<file path="config.mk">
export PLATFORM = sky130hd
export DESIGN_NAME = tick_gen
export DESIGN_NICKNAME = d
export VERILOG_FILES = /design/src/rtl/lab_pkg.sv /design/src/rtl/btn_debounce.sv /design/src/rtl/tick_gen.sv
export SDC_FILE = /design/constraint.sdc
export NUM_CORES = 1
export LEC_CHECK = 0
export ABC_AREA = 1
export CAP_MARGIN = 40
export CORE_ASPECT_RATIO = 0.5
export CORE_MARGIN = 4
export CORE_UTILIZATION = 45
export CTS_BUF_LIST = sky130_fd_sc_hd__clkbuf_16
export CTS_CLUSTER_SIZE = 40
export DETAILED_ROUTE_END_ITERATION = 16
export SLEW_MARGIN = 20
export SYNTH_ARGS = -nofsm -noshare
export SYNTH_HDL_FRONTEND = slang
export SYNTH_SLANG_ARGS = --single-unit
</file>
<file path="constraint.sdc">
create_clock -name clk -period 1.7 [get_ports clk]
set_input_delay 0.17 -clock clk [delete_from_list [all_inputs] [get_ports clk]]
set_output_delay 0.17 -clock clk [all_outputs]
set_load 0.01 [all_outputs]
</file>
<file path="src/rtl/lab_pkg.sv">
// rtl/lab_pkg.sv - shared constants for the counter-chain lab blocks
package lab_pkg;

    // Debounce FSM state encodings, shared by every button debouncer
    localparam logic [1:0] DB_LO   = 2'd0;
    localparam logic [1:0] DB_RISE = 2'd1;
    localparam logic [1:0] DB_HI   = 2'd2;
    localparam logic [1:0] DB_FALL = 2'd3;

    // Default board clock rate
    localparam int CLK_HZ = 12_000_000;

endpackage

</file>
<file path="src/rtl/btn_debounce.sv">
// rtl/btn_debounce.sv - button synchronizer and debounce FSM with press pulse
module btn_debounce
    import lab_pkg::*;
#(
    parameter int DEB_CYCLES = 120_000
) (
    input  logic clk,
    input  logic rst,
    input  logic btn,
    output logic press,
    output logic level
);

    localparam int DW = (DEB_CYCLES > 2) ? $clog2(DEB_CYCLES) : 1;
    localparam logic [DW-1:0] DCNT_ONE  = DW'(1);
    localparam logic [DW-1:0] DCNT_LAST = DW'(DEB_CYCLES - 1);

    logic          sync1;
    logic          sync2;
    logic [1:0]    state;
    logic [DW-1:0] dcnt;

    // Two-flop synchronizer for the raw asynchronous button
    always_ff @(posedge clk) begin
        if (rst) begin
            sync1 <= 1'b0;
            sync2 <= 1'b0;
        end else begin
            sync1 <= btn;
            sync2 <= sync1;
        end
    end

    // Level qualifier: a change is accepted after DEB_CYCLES consecutive equal samples;
    // press is registered here so it lands one cycle after the qualifying sample
    always_ff @(posedge clk) begin
        if (rst) begin
            state <= DB_LO;
            dcnt  <= '0;
            press <= 1'b0;
        end else begin
            press <= 1'b0;
            case (state)
                DB_LO: begin
                    if (sync2) begin
                        state <= DB_RISE;
                        dcnt  <= DCNT_ONE;
                    end
                end
                DB_RISE: begin
                    if (sync2) begin
                        if (dcnt == DCNT_LAST) begin
                            state <= DB_HI;
                            dcnt  <= '0;
                            press <= 1'b1;
                        end else begin
                            dcnt <= dcnt + DCNT_ONE;
                        end
                    end else begin
                        state <= DB_LO;
                        dcnt  <= '0;
                    end
                end
                DB_HI: begin
                    if (!sync2) begin
                        state <= DB_FALL;
                        dcnt  <= DCNT_ONE;
                    end
                end
                DB_FALL: begin
                    if (!sync2) begin
                        if (dcnt == DCNT_LAST) begin
                            state <= DB_LO;
                            dcnt  <= '0;
                        end else begin
                            dcnt <= dcnt + DCNT_ONE;
                        end
                    end else begin
                        state <= DB_HI;
                        dcnt  <= '0;
                    end
                end
                default: begin
                    state <= DB_LO;
                    dcnt  <= '0;
                end
            endcase
        end
    end

    assign level = (state == DB_HI) || (state == DB_FALL);

endmodule

</file>
<file path="src/rtl/tick_gen.sv">
// rtl/tick_gen.sv - prescaled clock-enable tick with fast mode and debounced step
module tick_gen
    import lab_pkg::*;
#(
    parameter int DIV        = CLK_HZ,
    parameter int FAST_DIV   = 12_000,
    parameter int DEB_CYCLES = 120_000
) (
    input  logic clk,
    input  logic rst,
    input  logic run,
    input  logic fast,
    input  logic step_btn,
    output logic tick,
    output logic blink,
    output logic step_seen
);

    localparam int CW = $clog2(DIV);
    localparam logic [CW-1:0] DIV_LAST  = CW'(DIV - 1);
    localparam logic [CW-1:0] FAST_LAST = CW'(FAST_DIV - 1);
    localparam logic [CW-1:0] CNT_ONE   = CW'(1);

    logic [CW-1:0] cnt;
    logic [CW-1:0] limit_last;
    logic          run_hit;
    logic          press;
    logic          step_level_unused;

    btn_debounce #(
        .DEB_CYCLES (DEB_CYCLES)
    ) u_step_deb (
        .clk   (clk),
        .rst   (rst),
        .btn   (step_btn),
        .press (press),
        .level (step_level_unused)
    );

    // >= rather than == so a switch to fast with cnt already past FAST_DIV-1 wraps at once
    assign limit_last = fast ? FAST_LAST : DIV_LAST;
    assign run_hit    = run && (cnt >= limit_last);

    // Prescaler: counts while running, holds its value while stopped
    always_ff @(posedge clk) begin
        if (rst) begin
            cnt <= '0;
        end else if (run) begin
            if (run_hit) begin
                cnt <= '0;
            end else begin
                cnt <= cnt + CNT_ONE;
            end
        end
    end

    // Output register: a coincident wrap and step press merge into one tick
    always_ff @(posedge clk) begin
        if (rst) begin
            tick      <= 1'b0;
            blink     <= 1'b0;
            step_seen <= 1'b0;
        end else begin
            tick      <= run_hit | press;
            step_seen <= press;
            blink     <= blink ^ (run_hit | press);
        end
    end

endmodule

</file>
==> metrics.yaml, run 1 <==
status:
  outcome: "finished clean"
detailed_routing:
  ant_nets: 0
  vias: 2711
  drt-wirelength-per-cell_um: 12.0
  first_pass_iters: 4
  drc_errors: 0
  drtIter0Drc: 126
  wl_um: 6620
  via_per_inst: 4.90
synthesis:
  synth.most_common_cell: "nand2_1"
  muxShareOfSynthArea: 0
  synthSimpleGateAreaFrac: 0.389
  yosys.area.top_type: "dfxtp_1"
  synthDominantCellAreaShare: 0.334
  synth.area.top_cells: "dfxtp_1 33%, nand2_1 13%, inv_1 7.2%"
  synth_compound_area_frac: 0.0826
  synth.avg_cell_area_sq_um: 6.88
  synth_cell_types: 37
  synth_adder_area_share: 0.0511
  synth-xor-area-share: 0.0387
  synthTopCellsByCount: "102 x nand2_1, 56 x inv_1, 49 x dfxtp_1, 47 x nor2_1, 27 x nand3_1"
  netlist_area_sq_um: 2940
  synthFlopType: "dfxtp_1"
  yosysSeqAreaShare: 0.334
  synth_edf_count: 0
  syn_inst: 427
  yosys_warnings: 0
  synth-seq-cells: 49
  syn_nets: 444
  synthArstFlopShare: 0
  synth_top_family_by_area: "simple AND/OR/NAND/NOR gates"
sta:
  skew_ps: 3.83
  tightest_slew_ps: 319
  tns_ps: 0
  fin_crit_ps: 1590
  hold_violations: 0
  fin_crit_sh: 0.937
  worst_slack_ps: 107
  finalSetupViolCount: 0
  slew_viol_final: 0
  rsz0062_at_grt: "true"
  relSlewSlack: 0.786
  max_freq_ghz: 0.628
worst_setup_path:
  worst_r2r_endpoint: "cnt[20]"
  rr_startpoint: "cnt[0]"
  crit_required_ps: 1890
  r2r_slack_ps: 110
  cp-start-kind: "flop"
  path_class: "flop to flop"
  crit_fanout: 4
  critPathLaunch: "cnt[0]"
  ff2ff_path_depth: 12
  end_kind: "flop"
  cp_data_arrival_time_ps: 1780
power_and_ir_drop:
  power.density_nw_per_um2: 685
  peakVddDrop_mv: 0.375
  p_leak_nw: 1.51
grt:
  grt_usage: 0.178
  grt_pass1_wl_um: 11400
  grt_pass1_vias: 2544
  grt_max_degree: 18
  antenna_found_initial: 0
  grt_overflow: 0
layout:
  stdcell_count: 553
  antenna_cells: 0
  syn_to_final_growth_pct: 24.5
  multi_input_area_sq_um: 1810
  ff_latch_area_sq_um: 988
  layout-drive-gt1-share: 0.239
  final_nets: 481
  filler_cell_count: 576
cts:
  clk_latency_ps: 290
  cts_buffers: 5
  htree_levels: 2
  clockBufferDepth: 2
  clkSinkCount: 49
  clk_transition_reported_paths_ps: 70
  cts_tree: "yes"
  root_buffer: "clkbuf_16"
floorplanning:
  die-area_sq_um: 7970
  placementRows: 20
  die_w_um: 122
  io_pins: 8
  core_sq_um: 6210
  initial_core_util: 0.474
  fp.dieH_um: 65.1
worst_hold_path:
  hold_start: "step_btn"
  hold_path_depth: 3
  timing.hold.worst_endpoint: "u_step_deb.sync1"
  hp-class: "input pin to flop"
placed_design:
  dp_cells: 541
  hpwl_um: 4970
  gp_congestion: 0.909
  placement.io_buffers: 7
  place_ws_ps: -524
run:
  cap_violations: 0
[flip-flops by register name, summed over array words and instances (netlist names), named ones only]
register / count
step_seen: 1
u_step_deb.press: 1
u_step_deb.sync1: 1
tick: 1
u_step_deb.sync2: 1
u_step_deb.dcnt: 17
u_step_deb.state: 1
blink: 1
cnt: 24
[layout make-up]
type                    count  area share
flip-flops and latches     49       0.270
multi-input cells         305       0.495
clock inverters             3      0.0137
clock buffers               5      0.0342
inverters                  65      0.0674
repair buffers             38      0.0896
well taps                  88      0.0301
[routing by layer]
metal / track usage / wire length (um) / vias to the layer above
met3: 0.0421 / 255 / 8
met5: 0 / 0 / -
met2: 0.295 / 2940 / 45
li1: - / - / 1435
met1: 0.234 / 3350 / 1223
met4: 0.0446 / 65 / 0
[worst max-delay path by stage]
stage	cells after the start	slack, ps	endpoint
global route	12	-30	cnt[20]
CTS	12	50	cnt[20]
detailed placement	14	-520	blink
finish	12	110	cnt[20]
global placement	14	-460	blink
floorplan	11	170	cnt[22]
[stage by stage]
stage / utilization / instance area, sq um / hold WS (ps) / total power [mW]
finish: 0.590 / 3660 / 405 / 2.50
floorplan: - / 2940 / 277 / 1.27
detailed placement: 0.525 / 3260 / 396 / 1.33
global route: 0.590 / 3660 / 424 / 2.61
CTS: 0.580 / 3600 / 407 / 2.52
global placement: 0.525 / 3260 / 398 / 1.32
[repair_timing]
action	in CTS	in global routing
setup endpoints to repair	26	31
pin swaps	6	7
resized for setup	28	19
setup buffers	2	1
hold buffers	0	0
gates cloned	1	0
[where the power goes]
| group | total [mW] | internal, mW | switching [mW] |
|---|---|---|---|
| clock network | 1.18 | 0.708 | 0.468 |
| logic | 0.159 | 0.0687 | 0.0908 |
| registers | 1.17 | 1.16 | 0.0107 |
[placed cells by master (no fill, tap or decap), drive strengths merged]
master | synthesis | routed
xor2 | 8 | 8
nor2 | 59 | 59
o21ai | 19 | 19
xnor2 | 5 | 5
buf | 4 | 31
inv | 64 | 65
a31oi | 1 | 1
clkinv | 1 | 2
ha | 12 | 12
a21oi | 23 | 23
nand3b | 1 | 1
clkbuf | 4 | 5
nand2 | 111 | 111
bufinv | 0 | 1
clkdlybuf4s50 | 0 | 6
or3 | 1 | 1
nand4 | 7 | 7
nand3 | 31 | 31
o21bai | 2 | 2
dfxtp | 49 | 49
dlygate4sd2 | 0 | 1
nor4 | 3 | 3
nor3 | 22 | 22
[worst max-delay path: stages, from the launching register on]
cell and delay, ps:
dfxtp_2 370, ha_2 200, nand2_1 80, nor2_2 120, nand3_2 110, inv_2 90
nand2_4 80, nor3_4 160, nand2_2 80, clkinv_1 60, nand2_1 40, nand2_1 80
nor2_2 30
[logic make-up (layout without fill, tap and decap cells)]
family	Yosys count	in the layout
AND/OR/NAND/NOR	235	235
flip-flops	49	49
buffers and inverters	73	111
adder cells (fa/ha/maj)	12	12
XOR/XNOR	13	13
AO/OA/AOI/OAI	45	45
Note: power is estimated with default switching activity, not from simulation.
==> run 2, diff against run 1 <==
--- a/config.mk
+++ b/config.mk
@@ -9,10 +9,11 @@
 export CAP_MARGIN = 40
 export CORE_ASPECT_RATIO = 0.5
 export CORE_MARGIN = 4
-export CORE_UTILIZATION = 45
+export CORE_UTILIZATION = 61
 export CTS_BUF_LIST = sky130_fd_sc_hd__clkbuf_16
 export CTS_CLUSTER_SIZE = 40
 export DETAILED_ROUTE_END_ITERATION = 16
+export PLACE_DENSITY = 0.79
 export SLEW_MARGIN = 20
 export SYNTH_ARGS = -nofsm -noshare
 export SYNTH_HDL_FRONTEND = slang
==> run 2 against run 1 <==
Net effect:
- the run now ends with negative setup slack left
- worst hold slack worse by 4.8 ps
- critical path depth fell by 1
- sequential power about the same
- die area decreased by 24%
- routed wire length grew 27%
- first-iteration DRC count rose by 66%
- register-to-register slack got worse by 120 ps
- worst setup slack lost 120 ps
- cell count fell by 3.6%
- largest power group is now sequential cells
==> metrics.yaml, run 2 (same netlist as run 1, synthesis figures left out) <==
status:
  outcome: "finished, violations left"
  violations: "negative setup slack"
worst_setup_path:
  ff2ff_path_depth: 11  # -1
  cp-start-kind: "flop"
  slowest_stage: "dfxtp_1"
  crit_required_ps: 1920  # +30 ps
  crit_chain: "ha_1, nand3_1, nand2_1, nand2_1, nand2_1, nand2_1, nand3_2, nand2_4, nand2_8, clkbuf_16, nor3_2"
  cp_data_arrival_time_ps: 1940  # +160 ps
  cpMostUsedCell: "nand2_1"
  end_kind: "flop"
  path_class: "flop to flop"
  crit_fanout: 5  # +1
  worst_r2r_endpoint: "cnt[6]"
  r2r_slack_ps: -20  # -120 ps
  rr_startpoint: "cnt[10]"
  cp_slowest_stage_delay_ps: 340  # -30 ps
sta:
  skew_ps: 7.07  # +3.24 ps
  tns_ps: -17.9  # -17.9 ps
  relSlewSlack: 0.675  # -0.111
  tightest_slew_ps: 487  # +168 ps
  fin_crit_sh: 1.01  # +0.0723
  hold_violations: 0  # unchanged
  max_freq_ghz: 0.583  # -7.2%
  finalSetupViolCount: 2  # +2
  fin_crit_ps: 1720  # +123 ps
  worst_slack_ps: -15.3  # -123 ps
  slew_viol_final: 0  # unchanged
worst_hold_path:
  timing.hold.worst_endpoint: "u_step_deb.sync1"
  hp-class: "input pin to flop"
  hold_path_depth: 3  # unchanged
  hold_start: "step_btn"
power_and_ir_drop:
  p_leak_nw: 1.55  # +3.1%
  seq_power_share: 0.465  # -0.002
  p_switching_mw: 0.579  # +1.7%
  peakVddDrop_mv: 0.597  # +59%
  swShare: 0.231  # +0.00361
  pwr-share-comb: 0.074  # +0.010
  power.density_nw_per_um2: 667  # -2.6%
  p_total_mw: 2.51  # +0.12%
  p_int_mw: 1.93  # -0.35%
  pwr-share-clk: 0.461  # -0.008
layout:
  final_nets: 483  # +0.42%
  antenna_cells: 0  # unchanged
  final_area_sq_um: 3760  # +2.8%
  largest_register_ffs: 24  # unchanged
  filler_cell_count: 254  # -56%
  stdcell_count: 533  # -3.6%
  layout-drive-gt1-share: 0.270  # +0.0311
  reg.largest.list: "cnt: 24 flops, u_step_deb.dcnt: 17 flops"
  final_cell_mix: "99 x nand2_1, 54 x inv_1, 45 x nor2_1"
  final_common_cell: "nand2_1"
  top_register: "cnt"
  syn_to_final_growth_pct: 28.0
cts:
  root_buffer: "clkbuf_16"
  clkSinkCount: 49  # unchanged
  cts_hold_buffers: 0  # unchanged
  htree_levels: 2  # unchanged
  cts_tree: "yes"
  clockBufferDepth: 2  # unchanged
  clk_latency_ps: 300  # about the same
  clk_transition_reported_paths_ps: 70  # about the same
  cts_buffers: 5  # unchanged
grt:
  grt_usage: 0.237  # +0.0593
  grt_overflow: 0  # unchanged
  grt_pass1_wl_um: 11700  # +2.9%
  grt_max_degree: 22  # +4
  grt_pass1_vias: 2630  # +3.4%
  antenna_found_initial: 0  # unchanged
floorplanning:
  placementRows: 17  # -15%
  die-area_sq_um: 6060  # -24%
  initial_core_util: 0.649  # +0.175
  io_pins: 8  # unchanged
  die_w_um: 106  # -13%
  fp.dieH_um: 57.1  # -12%
  core_sq_um: 4530  # -27%
detailed_routing:
  wl_um: 8430  # +27%
  drt-wirelength-per-cell_um: 15.8  # +32%
  via_per_inst: 5.77  # +18%
  met2_wirelength_um: 4110  # +40%
  vias: 3078  # +14%
  ant_nets: 0  # unchanged
  drtIter0Drc: 209  # +66%
  drc_errors: 0  # unchanged
  first_pass_iters: 5  # +1
  top_layer: "met4"
  route.met3.wl_um: 722  # +180%
  wl_met1_um: 3300  # -1.7%
run:
  cap_violations: 0  # unchanged
placed_design:
  dp_cells: 513  # -5.2%
  placement.io_buffers: 7  # unchanged
  hpwl_um: 4840  # -2.7%
  gp_congestion: 0.893  # -1.7%
  placed_area_sq_um: 3210  # -1.5%
[run 2: cell types whose count changed in the layout (fill, tap and decap cells not counted), moves of 3 or more]
cell	change
dfxtp_4	+4
nor3_2	-3
nand2_2	+3
nand3_1	-3
dfxtp_1	-4
nor3_4	+3
nand3_2	+3
nand2_1	-3
[run 2: layout make-up]
cell class / instances / area [sq um] / share of cell area
clock buffers: 5 / 125 / 0.0333
well taps: 66 / 82.6 / 0.0220
multi-input cells: 305 / 1880 / 0.500
inverters: 65 / 246 / 0.0655
flip-flops and latches: 49 / 1000 / 0.267
clock inverters: 3 / 43.8 / 0.0116
repair buffers: 40 / 379 / 0.101
[run 2: what timing repair did]
item | 4_1_cts | 5_1_grt
buffers inserted | 0 | 9
gates resized for setup | 9 | 53
pin swaps | 2 | 18
cloned | 0 | 3
setup endpoints to repair | 26 | 33
[run 2: power by group through the flow]
stage                     Combinational [mW]  Sequential, mW  Clock, mW
after global routing                   0.199            1.17       1.20
final                                  0.186            1.17       1.16
after floorplan                       0.0822            1.19          0
after global placement                 0.120            1.19          0
after detailed placement               0.125            1.19          0
after CTS                              0.128            1.17       1.15
[run 2: how the worst max path moves through the flow]
stage               startpoint  slack, ps      end  depth (start not counted)
finish                 cnt[10]        -20   cnt[6]                         11
floorplan              cnt[23]        170  cnt[22]                         11
detailed placement        fast       -570   cnt[0]                         13
global placement          fast       -450   cnt[0]                         13
CTS                    cnt[21]        0.6  cnt[16]                         11
global route           cnt[12]       -140  cnt[18]                         10
[run 2: metrics by stage]
stage | setup slack (ps) | hold WS, ps | util
3_3_place_gp | -451 | 399 | 0.709
4_1_cts | 0.634 | 409 | 0.751
5_1_grt | -138 | 431 | 0.830
3_5_place_dp | -574 | 411 | 0.709
6_report | -15.3 | 400 | 0.830
2_1_floorplan | 173 | 277 | -
[run 2: worst max-delay path: cells and delay by family, from the launching register on]
family | cells | cell delay [ps]
buf+inv | 1 | 180
simple gates | 9 | 790
fa+ha+maj | 1 | 320
flops | 1 | 340
[run 2: layer usage]
metal,vias up,global-route usage
met5,-,0
met4,0,0.0664
met3,41,0.0486
met2,173,0.428
met1,1421,0.290
li1,1443,-
